$ cat config.mk
export PLATFORM = sky130hd
export DESIGN_NAME = soc_bus_arbiter
export DESIGN_NICKNAME = d
export VERILOG_FILES = /design/src/rtl/soc_bus_arbiter.sv
export SDC_FILE = /design/constraint.sdc
export NUM_CORES = 1
export LEC_CHECK = 0
export CAP_MARGIN = 5
export CORE_AREA = 2 2 123 125
export DETAILED_ROUTE_END_ITERATION = 6
export DIE_AREA = 0 0 125 127
export GPL_TIMING_DRIVEN = 0
export PLACE_DENSITY = 0.63
export SLEW_MARGIN = 10
export SYNTH_ARGS = -nofsm -noshare
export SYNTH_HDL_FRONTEND = slang
export SYNTH_SLANG_ARGS = --single-unit
$ cat constraint.sdc
create_clock -name clk -period 2.4 [get_ports clk]
set_input_delay 0.36 -clock clk [delete_from_list [all_inputs] [get_ports clk]]
set_output_delay 0.36 -clock clk [all_outputs]
set_load 0.1 [all_outputs]
$ cat src/rtl/soc_bus_arbiter.sv
// soc_bus_arbiter: two-master, one-slave round-robin arbiter for the native
// memory bus, with a watchdog that terminates transactions the slave never
// acknowledges.
//
// Ports:
//   clk, rst                   clock, synchronous active-high reset
//   mX_valid/instr/addr/       master X request (X = 0 CPU, 1 debug/DMA)
//   wdata/wstrb
//   mX_ready/rdata/err         master X completion (combinational)
//   s_valid/instr/addr/        request to the address decoder, muxed from
//   wdata/wstrb                the granted master (combinational)
//   s_ready, s_rdata           slave completion and read data
//   grant                      one-hot current owner, 00 when idle
//   timeout                    one-cycle pulse when the watchdog fires
`timescale 1ns/1ps

module soc_bus_arbiter #(
    parameter int unsigned ADDR_W  = 32,
    parameter int unsigned DATA_W  = 32,
    parameter int unsigned TIMEOUT = 255
) (
    input  logic                clk,
    input  logic                rst,
    input  logic                m0_valid,
    input  logic                m0_instr,
    input  logic [ADDR_W-1:0]   m0_addr,
    input  logic [DATA_W-1:0]   m0_wdata,
    input  logic [DATA_W/8-1:0] m0_wstrb,
    output logic                m0_ready,
    output logic [DATA_W-1:0]   m0_rdata,
    output logic                m0_err,
    input  logic                m1_valid,
    input  logic                m1_instr,
    input  logic [ADDR_W-1:0]   m1_addr,
    input  logic [DATA_W-1:0]   m1_wdata,
    input  logic [DATA_W/8-1:0] m1_wstrb,
    output logic                m1_ready,
    output logic [DATA_W-1:0]   m1_rdata,
    output logic                m1_err,
    output logic                s_valid,
    output logic                s_instr,
    output logic [ADDR_W-1:0]   s_addr,
    output logic [DATA_W-1:0]   s_wdata,
    output logic [DATA_W/8-1:0] s_wstrb,
    input  logic                s_ready,
    input  logic [DATA_W-1:0]   s_rdata,
    output logic [1:0]          grant,
    output logic                timeout
);

    localparam int unsigned CNT_W = (TIMEOUT < 32'd2) ? 32'd1 : $clog2(TIMEOUT + 32'd1);
    localparam bit          WD_EN = (TIMEOUT != 32'd0);

    typedef enum logic [1:0] {
        IDLE  = 2'd0,
        BUSY0 = 2'd1,
        BUSY1 = 2'd2
    } state_t;

    state_t           state_q;
    logic             last_q;
    logic [CNT_W-1:0] cnt_q;

    logic              busy;
    logic              sel;
    logic              mv;
    logic              done;
    logic              wd_fire;
    logic [DATA_W-1:0] rdata_c;

    // Decode of the current owner and its completion/termination conditions.
    always_comb begin
        busy    = (state_q != IDLE);
        sel     = (state_q == BUSY1);
        mv      = sel ? m1_valid : m0_valid;
        done    = busy && mv && s_ready;
        // A slave ready in the expiry cycle wins, so the watchdog only fires without it.
        wd_fire = WD_EN && busy && mv && !s_ready && (cnt_q == CNT_W'(TIMEOUT));
    end

    // Slave-side mux and master-side completion steering.
    always_comb begin
        s_valid  = 1'b0;
        s_instr  = 1'b0;
        s_addr   = '0;
        s_wdata  = '0;
        s_wstrb  = '0;
        rdata_c  = '0;
        m0_ready = 1'b0;
        m0_rdata = '0;
        m0_err   = 1'b0;
        m1_ready = 1'b0;
        m1_rdata = '0;
        m1_err   = 1'b0;
        grant    = {state_q == BUSY1, state_q == BUSY0};
        timeout  = wd_fire;

        if (busy) begin
            s_valid = mv && !wd_fire;
            s_instr = sel ? m1_instr : m0_instr;
            s_addr  = sel ? m1_addr  : m0_addr;
            s_wdata = sel ? m1_wdata : m0_wdata;
            s_wstrb = sel ? m1_wstrb : m0_wstrb;
        end

        if (done) begin
            rdata_c = s_rdata;
        end else if (wd_fire) begin
            rdata_c = {DATA_W{1'b1}};
        end

        if (sel) begin
            m1_ready = done || wd_fire;
            m1_rdata = rdata_c;
            m1_err   = wd_fire;
        end else begin
            m0_ready = done || wd_fire;
            m0_rdata = rdata_c;
            m0_err   = wd_fire;
        end
    end

    // Arbitration FSM, round-robin history and watchdog counter.
    always_ff @(posedge clk) begin
        if (rst) begin
            state_q <= IDLE;
            last_q  <= 1'b1;
            cnt_q   <= '0;
        end else begin
            case (state_q)
                IDLE: begin
                    cnt_q <= '0;
                    // On a tie, the master that was not served last wins.
                    if (m0_valid && (!m1_valid || last_q)) begin
                        state_q <= BUSY0;
                    end else if (m1_valid) begin
                        state_q <= BUSY1;
                    end
                end
                BUSY0, BUSY1: begin
                    if (!mv) begin
                        // Master withdrew its request: abandon without touching history.
                        state_q <= IDLE;
                        cnt_q   <= '0;
                    end else if (done || wd_fire) begin
                        state_q <= IDLE;
                        last_q  <= sel;
                        cnt_q   <= '0;
                    end else if (WD_EN) begin
                        cnt_q <= cnt_q + CNT_W'(1);
                    end
                end
                default: begin
                    state_q <= IDLE;
                    cnt_q   <= '0;
                end
            endcase
        end
    end

endmodule

==> key figures, run 1 <==
Status
  – Status: complete, no violations

Floorplan
  – Initial core utilization: 14.2%
  – DIE WIDTH: 125 µm
  – I/O pin total: 316
  – Die area: 15,900 µm²
  – Core Area: 14,400 µm²
  – Row count: 44
  – Die H: 127 µm

Pwr
  – Combinational share of power: 83.7%
  – P_sw: 1.84 mW
  – Internal power: 1.20 mW
  – Switch share: 60.5%
  – PD cells: 446 nW/µm²
  – Clock power share: 9.9%
  – Maximum VDD drop: 0.286 mV
  – Flop pwr share: 6.4%
  – Pleak: 2.63 nW

Yosys
  – FF+latch count, synth: 11
  – Area share of the largest cell type after synthesis: 33.7%
  – Synth unique cells: 29
  – Post-Synthesis Cells: 335
  – Register area share after synthesis: 10.7%
  – Yosys top cell by area: mux2i_1
  – Mapped Area: 2050 µm²
  – Syn Area/Cell: 6.12 µm²
  – Syn Nets: 514
  – Synth warnings: 0
  – Top post-synthesis cells by area: mux2i_1 (34%), nor2_1 (33%), dfxtp_1 (11%)

Clock tree
  – CTS root buffer: clkbuf_16
  – Worst-path clk slew: 0.04 ns
  – Hold buffers post-CTS: 0
  – H-Tree Depth: 1
  – CTS Buf Count: 3
  – Later-pin clock latency in the skew report: 0.24 ns
  – Clock Sink Count: 11
  – Clk buf depth: 2
  – CTS tree: done

Worst setup path
  – CP Max Fanout: 10
  – Worst setup SP type: flop
  – Slowest CP cell: dfxtp_2
  – Worst setup path class: reg2out
  – CP max stage delay: 0.34 ns
  – Worst setup EP type: output pin
  – CP Launch Point: state_q[0]
  – Crit path max-delay family: buffers and inverters
  – Launch point of the worst reg-to-reg path: state_q[1]
  – Crit path DAT: 2.03 ns
  – Worst path cell trace: inv_4 -> ha_4 -> mux2_4 -> nand3_2 -> clkbuf_8 -> nor2_2 -> nor2_4 -> buf_6
  – Critical Path RT: 2.04 ns
  – Bufs and invs on worst path: 3

Hold path
  – Hold_sp: cnt_q[0]
  – HP Class: reg2reg

Routing
  – Max layer used: met4
  – Final antenna-violating net count: 0
  – M1 WL: 4.63 mm
  – DRT Wirelength: 13.7 mm
  – Iteration-0 DRC Markers: 78
  – # DRC: 0
  – Routed via count: 3,603
  – Vias/cell: 4.25
  – Drt wl/cell: 16.1 µm
  – WL met3: 1.25 mm
  – WL met2: 7.50 mm
  – Initial DRT Pass Iterations: 4

GRT
  – All-Layer GR Usage: 15.6%
  – Largest net degree at the start of global routing: 11
  – Initial antenna violation count: 0
  – First-pass GRT wire length: 20.1 mm
  – Vias in the first global route: 3,816
  – Gr ovfl total: 0

Cells and area
  – Area growth from synthesis to layout: 233%
  – Post-route cell area: 6830 µm²
  – Nets: 844
  – Ant diodes: 0
  – Most frequent cells in the layout: clkdlybuf4s50_1 (173), nor2_2 (85), buf_4 (83)
  – Post-layout util: 47.3%
  – Layout cells sized above 1: 54.7%
  – Commonest non-fill, non-tap cell in the layout: clkdlybuf4s50_1
  – Filler Cell Count: 1,354

Timing
  – Clk_skew: 0.00320 ns
  – Unrepaired setup endpoints after global routing: true
  – Final Cycle Share: 99.5%
  – Slew @ Worst Pin: 0.966 ns
  – Slew Viols, Final: 0
  – Max transition margin: 35.4%
  – Minimum clock period: 2.39 ns
  – Max Freq: 419 MHz
  – Final Hold Viols: 0
  – # setup viols final: 0

Placed design
  – Post-place instance area: 6160 µm²
  – IO buf count: 315
  – Routability cong.: 0.884
  – DPL Wire Length: 11.2 mm

Flow run
  – Max-Cap Viols: 0
power by group through the flow:
stage / logic [mW] / registers, mW / clock network (mW)
after detailed placement: 2.44 / 0.197 / 0
after floorplan: 1.72 / 0.196 / 0
final: 2.55 / 0.194 / 0.301
after global placement: 2.42 / 0.197 / 0
after CTS: 2.50 / 0.194 / 0.303
after global routing: 2.64 / 0.194 / 0.324
sequential cells by signal (all words and copies together) (netlist names):
| register | cells |
|---|---|
| state_q | 2 |
| cnt_q | 8 |
| last_q | 1 |
cell usage after synthesis:
master,instances
a221o_1,1
a2bb2oi_1,1
and2_1,3
and3_1,2
buf_2,15
buf_4,1
clkbuf_1,11
dfxtp_1,11
ha_1,4
inv_1,6
mux2_2,1
mux2i_1,69
nand2_1,5
nand2b_1,2
nand3_1,7
nand3b_1,1
nand4_1,2
nor2_1,178
nor2b_1,1
nor3_1,1
nor4_1,1
o211ai_2,1
o21ai_0,1
o21bai_1,1
o2bb2ai_2,1
o31ai_1,1
or3b_1,1
xnor2_1,3
xor2_1,3
timing repair:
action,CTS,global route
setup buffers,7,3
gates cloned,1,0
resized for setup,985,81
setup endpoints to repair,140,80
pin swaps,1,11
metal layers:
layer	global-route usage, %	up-vias
met4	3.59	0
met2	31.6	215
li1	-	1749
met1	15.5	1619
met5	0	-
met3	4.48	20
final timing paths:
kind | to | slack [ns] | depth (start not counted)
max reg2reg | state_q[1] | 0.65 | 8
max | m1_rdata[16] | 0.01 | 8
min | cnt_q[0] | 0.45 | 1
min reg2reg | cnt_q[0] | 0.45 | 1
layout make-up:
| type | instances | area (µm²) | share of cell area (%) |
|---|---|---|---|
| timing repair buffer | 326 | 3430 | 50.3 |
| multi-input combinational | 291 | 2570 | 37.7 |
| buffer | 26 | 253 | 3.70 |
| tap | 184 | 230 | 3.37 |
| sequential | 11 | 226 | 3.32 |
| clock buffer | 4 | 78.8 | 1.15 |
| inverter | 6 | 32.5 | 0.476 |
per-stage QoR:
step,hold slack [ns],worst slack (ns),total power [mW],cells,TNS (ns)
after floorplan,0.418,-0.686,1.92,335,-4.29
after global placement,0.429,-1.31,2.62,834,-143.21
after detailed placement,0.439,-1.35,2.63,834,-150.54
after CTS,0.452,-0.00768,3.00,846,-0.0287
after global routing,0.472,-0.0892,3.16,848,-1.57
final,0.448,0.0125,3.04,848,0
logic make-up after synthesis:
logic type	synth area share, %
xor+xnor	2.56
mux	34.2
simple gates	39.6
flops	10.7
compound gates	3.24
buf+inv	7.14
fa+ha+maj	2.44
No activity file was read; power rests on OpenSTA's default activity.
==> run 2, diff against run 1 <==
Settings changed: PLACE_DENSITY 0.63 to 0.53, SLEW_MARGIN 10 to 20.
==> key figures, run 2 (synthesis gave the netlist of run 1 again) <==
Status
  – Status: finished with violations
  – Failing checks: negative setup slack

Cells and area
  – Commonest non-fill, non-tap cell in the layout: clkdlybuf4s50_1
  – Reg with most FFs: cnt_q
  – Layout cells sized above 1: 54.1%
  – Number of flip-flops under the largest register name: 8
  – Most frequent cells in the layout: clkdlybuf4s50_1 (173), nor2_2 (93), nor2_4 (68)
  – Area growth from synthesis to layout: 222%
  – Ant diodes: 0
  – Filler Cell Count: 1,468
  – Non-Filler Instances: 848
  – Nets: 844
  – Top Registers: cnt_q (8), state_q (2), last_q (1)

Clock tree
  – Later-pin clock latency in the skew report: 0.24 ns
  – Clk buf depth: 2
  – H-Tree Depth: 1
  – Hold buffers post-CTS: 0
  – CTS tree: done
  – Worst-path clk slew: 0.04 ns
  – Clock Sink Count: 11
  – CTS root buffer: clkbuf_16
  – CTS Buf Count: 3

Flow run
  – Max-Cap Viols: 0

Worst setup path
  – Crit path DAT: 2.05 ns
  – R2r endpoint: state_q[1]
  – CP Max Fanout: 6
  – Worst setup SP type: flop
  – Worst setup path class: reg2out
  – Reg2reg path depth: 8
  – CP max stage delay: 0.35 ns
  – Critical Path RT: 2.04 ns
  – Worst setup EP type: output pin
  – Launch point of the worst reg-to-reg path: state_q[0]
  – Slowest CP cell: dfxtp_2
  – Worst path cell trace: inv_4 -> ha_4 -> mux2_4 -> and2_4 -> nand3b_1 -> buf_6 -> bufbuf_16 -> nor2_4 -> buf_12
  – R2R Setup Slk: 0.64 ns

Timing
  – Minimum clock period: 2.41 ns
  – Max transition margin: 34.7%
  – Max Freq: 415 MHz
  – Final Hold Viols: 0
  – TNS Setup: -0.0243 ns
  – Clk_skew: 0.000871 ns
  – Slew @ Worst Pin: 0.977 ns
  – Final Cycle Share: 100%
  – Unrepaired setup endpoints after global routing: true
  – Worst hold margin: 0.454 ns
  – Slew Viols, Final: 0
  – # setup viols final: 5
  – Final worst slack: -0.00858 ns

Hold path
  – HP Class: reg2reg
  – Hold EP: cnt_q[0]
  – Hold path depth: 1
  – Hold_sp: cnt_q[0]

Routing
  – Iteration-0 DRC Markers: 73
  – WL met3: 1.18 mm
  – Drt wl/cell: 16.1 µm
  – M1 WL: 4.67 mm
  – # DRC: 0
  – DRT Wirelength: 13.7 mm
  – Vias/cell: 4.14
  – Max layer used: met4
  – Final antenna-violating net count: 0
  – Routed via count: 3,509
  – WL met2: 7.69 mm
  – Initial DRT Pass Iterations: 4

Floorplan
  – Row count: 44
  – I/O pin total: 316
  – Die H: 127 µm
  – Initial core utilization: 14.2%
  – Core Area: 14,400 µm²
  – Die area: 15,900 µm²
  – DIE WIDTH: 125 µm

GRT
  – Initial antenna violation count: 0
  – Gr ovfl total: 0
  – Vias in the first global route: 3,631
  – Largest net degree at the start of global routing: 11
  – All-Layer GR Usage: 15.8%
  – First-pass GRT wire length: 20.2 mm

Placed design
  – Routability cong.: 0.820
  – IO buf count: 315
  – Placed Instances: 834
  – DPL Wire Length: 11.8 mm

Pwr
  – Maximum VDD drop: 0.275 mV
  – PD cells: 456 nW/µm²
  – Pleak: 2.58 nW
==> run 2: cell count changes in the layout (fill, tap and decap cells not counted), sizes merged <==
cell	delta
dlygate4sd2	+1
bufbuf	+1
buf	-6
clkbuf	+5
dlymetal6s2s	-1
==> run 2: layout make-up <==
class	count	area (µm²)	share of cell area, %
clock buffers	4	78.8	1.20
inverters	6	32.5	0.494
plain buffers	26	251	3.82
repair buffers	326	3230	49.0
flip-flops and latches	11	225	3.42
multi-input cells	291	2540	38.6
well taps	184	230	3.49
==> run 2: power breakdown <==
group | leakage, nW | total, mW | internal [mW] | switching (mW)
registers | 0.0901 | 0.194 | 0.189 | 0.00530
logic | 2.45 | 2.50 | 0.756 | 1.74
clock network | 0.0382 | 0.309 | 0.223 | 0.0859
==> run 2: metal layers <==
metal / vias up / global-route usage (%)
li1: 1743 / -
met1: 1567 / 16.2
met2: 189 / 32.4
met3: 10 / 4.27
met4: 0 / 2.42
met5: - / 0
==> run 2: per-stage QoR <==
stage	cell area, µm²	power, mW	util [%]	setup WS, ns
after floorplan	2780	1.92	-	-0.686
after global placement	6160	2.63	42.7	-1.21
after detailed placement	6160	2.64	42.7	-1.24
after CTS	6380	2.99	44.3	-0.0289
after global routing	6590	3.10	45.7	-0.0750
final	6590	3.00	45.7	-0.00858
==> run 2: worst max path at each step <==
stage | start | slack (ns) | endpoint | depth (start not counted)
2_1_floorplan | state_q[1] | -0.69 | m0_err | 7
3_3_place_gp | m1_valid | -1.21 | m1_rdata[29] | 7
3_5_place_dp | m1_valid | -1.24 | m1_rdata[2] | 7
4_1_cts | state_q[0] | -0.03 | m0_rdata[18] | 9
5_1_grt | state_q[0] | -0.07 | m0_rdata[18] | 9
6_report | state_q[0] | -0.009 | m0_rdata[18] | 9
==> run 2: timing repair <==
action / 4_1_cts / 5_1_grt
setup buffers: 3 / 7
endpoints found under the setup margin: 140 / 85
pin swaps: 4 / 7
gates cloned: 1 / 0
resized for setup: 952 / 44
==> run 2: worst max-delay path, delay by kind of cell, from the launching register on <==
| kind | cells | cell delay, ns |
|---|---|---|
| buffers and inverters | 4 | 0.67 |
| flip-flops | 1 | 0.35 |
| multiplexers | 1 | 0.33 |
| AND/OR/NAND/NOR | 3 | 0.30 |
| adder cells (fa/ha/maj) | 1 | 0.16 |
==> run 3, diff against run 2 <==
Settings changed: CORE_AREA 2 2 123 125 to 5 5 119 121, DIE_AREA 0 0 125 127 to 0 0 124 126, PLACE_DENSITY 0.53 to 0.58.
==> key figures, run 3 (synthesis gave the netlist of run 1 again) <==
Cells and area
  – Nets: 842
  – Post-layout util: 51.1%
  – Top Registers: cnt_q (8), state_q (2), last_q (1)
  – Layout cells sized above 1: 53.9%
  – Area growth from synthesis to layout: 224%
  – Most frequent cells in the layout: clkdlybuf4s50_1 (173), nor2_2 (92), buf_4 (72)
  – Number of flip-flops under the largest register name: 8
  – Reg with most FFs: cnt_q
  – Commonest non-fill, non-tap cell in the layout: clkdlybuf4s50_1

Routing
  – DRT Wirelength: 14.4 mm
  – # DRC: 0
  – Final antenna-violating net count: 0
  – Vias/cell: 4.19
  – Iteration-0 DRC Markers: 79
  – Initial DRT Pass Iterations: 4
  – Drt wl/cell: 17.1 µm
  – Routed via count: 3,517

GRT
  – Met3 usage: 6.28%
  – GR Util met2: 33.3%
  – Vias in the first global route: 3,739
  – Largest net degree at the start of global routing: 11
  – GRT Max-Usage Layer: met2
  – Initial antenna violation count: 2
  – Gr ovfl total: 0
  – First-pass GRT wire length: 20.9 mm
  – Grt met1 use: 16.6%
  – All-Layer GR Usage: 17.0%

Worst setup path
  – Launch point of the worst reg-to-reg path: cnt_q[3]
  – CP Launch Point: state_q[0]
  – Worst setup SP type: flop
  – Worst setup path class: reg2out
  – R2R Setup Slk: 0.48 ns
  – Worst setup EP type: output pin
  – R2r endpoint: state_q[1]
  – CP max stage delay: 0.34 ns
  – Reg2reg path depth: 7
  – Slowest CP cell: dfxtp_2
  – Worst path cell trace: inv_4 -> ha_4 -> mux2_4 -> and2_4 -> nand3b_1 -> buf_6 -> buf_12 -> buf_12 -> nor2_4 -> buf_12
  – Crit path DAT: 2.04 ns
  – Crit path to: m0_rdata[22]
  – CP Max Fanout: 6
  – Critical Path RT: 2.04 ns
  – Most used cell, CP: buf_12

Floorplan
  – Die area: 15,600 µm²
  – DIE WIDTH: 124 µm
  – Core Area: 13,000 µm²
  – Initial core utilization: 15.8%
  – Row count: 42
  – Die H: 126 µm
  – I/O pin total: 316

Timing
  – Max transition margin: 31.7%
  – Minimum clock period: 2.40 ns
  – Unrepaired setup endpoints after global routing: true
  – Max Freq: 417 MHz
  – Worst hold margin: 0.453 ns
  – Final Cycle Share: 99.9%
  – Clk_skew: 0.00477 ns
  – # setup viols final: 0
  – Slew Viols, Final: 0
  – Final Hold Viols: 0
  – TNS Setup: 0 ns
  – Slew @ Worst Pin: 1.02 ns

Flow run
  – Max-Cap Viols: 0

Clock tree
  – Worst-path clk slew: 0.04 ns
  – CTS tree: done
  – Clock Sink Count: 11
  – Later-pin clock latency in the skew report: 0.24 ns
  – CTS Buf Count: 3
  – Clk buf depth: 2
  – CTS root buffer: clkbuf_16
  – H-Tree Depth: 1

Pwr
  – Maximum VDD drop: 0.254 mV
  – PD cells: 452 nW/µm²
  – Pleak: 2.58 nW
  – Pwr Total: 3.00 mW

Placed design
  – Routability cong.: 0.824
  – IO buf count: 315
  – DPL Wire Length: 12.5 mm

Hold path
  – HP Class: reg2reg

Status
  – Status: complete, no violations
-- run 3: power breakdown --
part           internal, mW  switching, mW  total [mW]
logic                 0.756           1.74        2.49
registers             0.189        0.00494       0.194
clock network         0.223         0.0867       0.310
total                  1.17           1.83        3.00
-- run 3: metal layers --
| metal | up-vias | share of wire, % | wire length, µm |
|---|---|---|---|
| met5 | - | 0.090 | 13 |
| met4 | 2 | 1.6 | 233 |
| met3 | 17 | 13 | 1870 |
| met2 | 195 | 53 | 7690 |
| met1 | 1564 | 32 | 4570 |
| li1 | 1739 | - | - |
-- run 3: what timing repair did --
action,4_1_cts,5_1_grt
gates resized for setup,951,77
pin swaps,4,3
hold buffers,0,0
setup endpoints to repair,140,133
buffers inserted,7,1
gates cloned,1,0
-- run 3: worst max-delay path: cells and delay by family, from the launching register on --
| family | cells | cell delay (ns) |
|---|---|---|
| DFF | 1 | 0.34 |
| and+or+nand+nor | 3 | 0.38 |
| adders and majority gates | 1 | 0.17 |
| buffers and inverters | 5 | 0.65 |
| muxes | 1 | 0.24 |
-- run 3: per-stage QoR --
step           std cells  cell area (µm²)  setup WS (ns)
2_1_floorplan        335             2780         -0.686
5_1_grt              839             6640        -0.0508
6_report             839             6640        0.00340
3_5_place_dp         826             6150          -1.40
4_1_cts              837             6390        -0.0105
3_3_place_gp         826             6150          -1.42
-- run 3: worst min path at each step --
stage	depth (start not counted)	slack, ns	from	endpoint
floorplan	1	0.42	cnt_q[0]	cnt_q[0]
global placement	1	0.43	cnt_q[0]	cnt_q[0]
detailed placement	1	0.44	cnt_q[0]	cnt_q[0]
CTS	1	0.45	cnt_q[0]	cnt_q[0]
global route	1	0.47	cnt_q[0]	cnt_q[0]
finish	1	0.45	cnt_q[0]	cnt_q[0]
-- run 3: final cells by class --
| cell class | instances | area (µm²) |
|---|---|---|
| flip-flops and latches | 11 | 223 |
| diodes | 1 | 2.50 |
| well taps | 176 | 220 |
| repair buffers | 324 | 3290 |
| plain buffers | 26 | 264 |
| multi-input cells | 291 | 2530 |
| clock buffers | 4 | 78.8 |
| inverters | 6 | 30.0 |
| fillers | 1247 | 6340 |
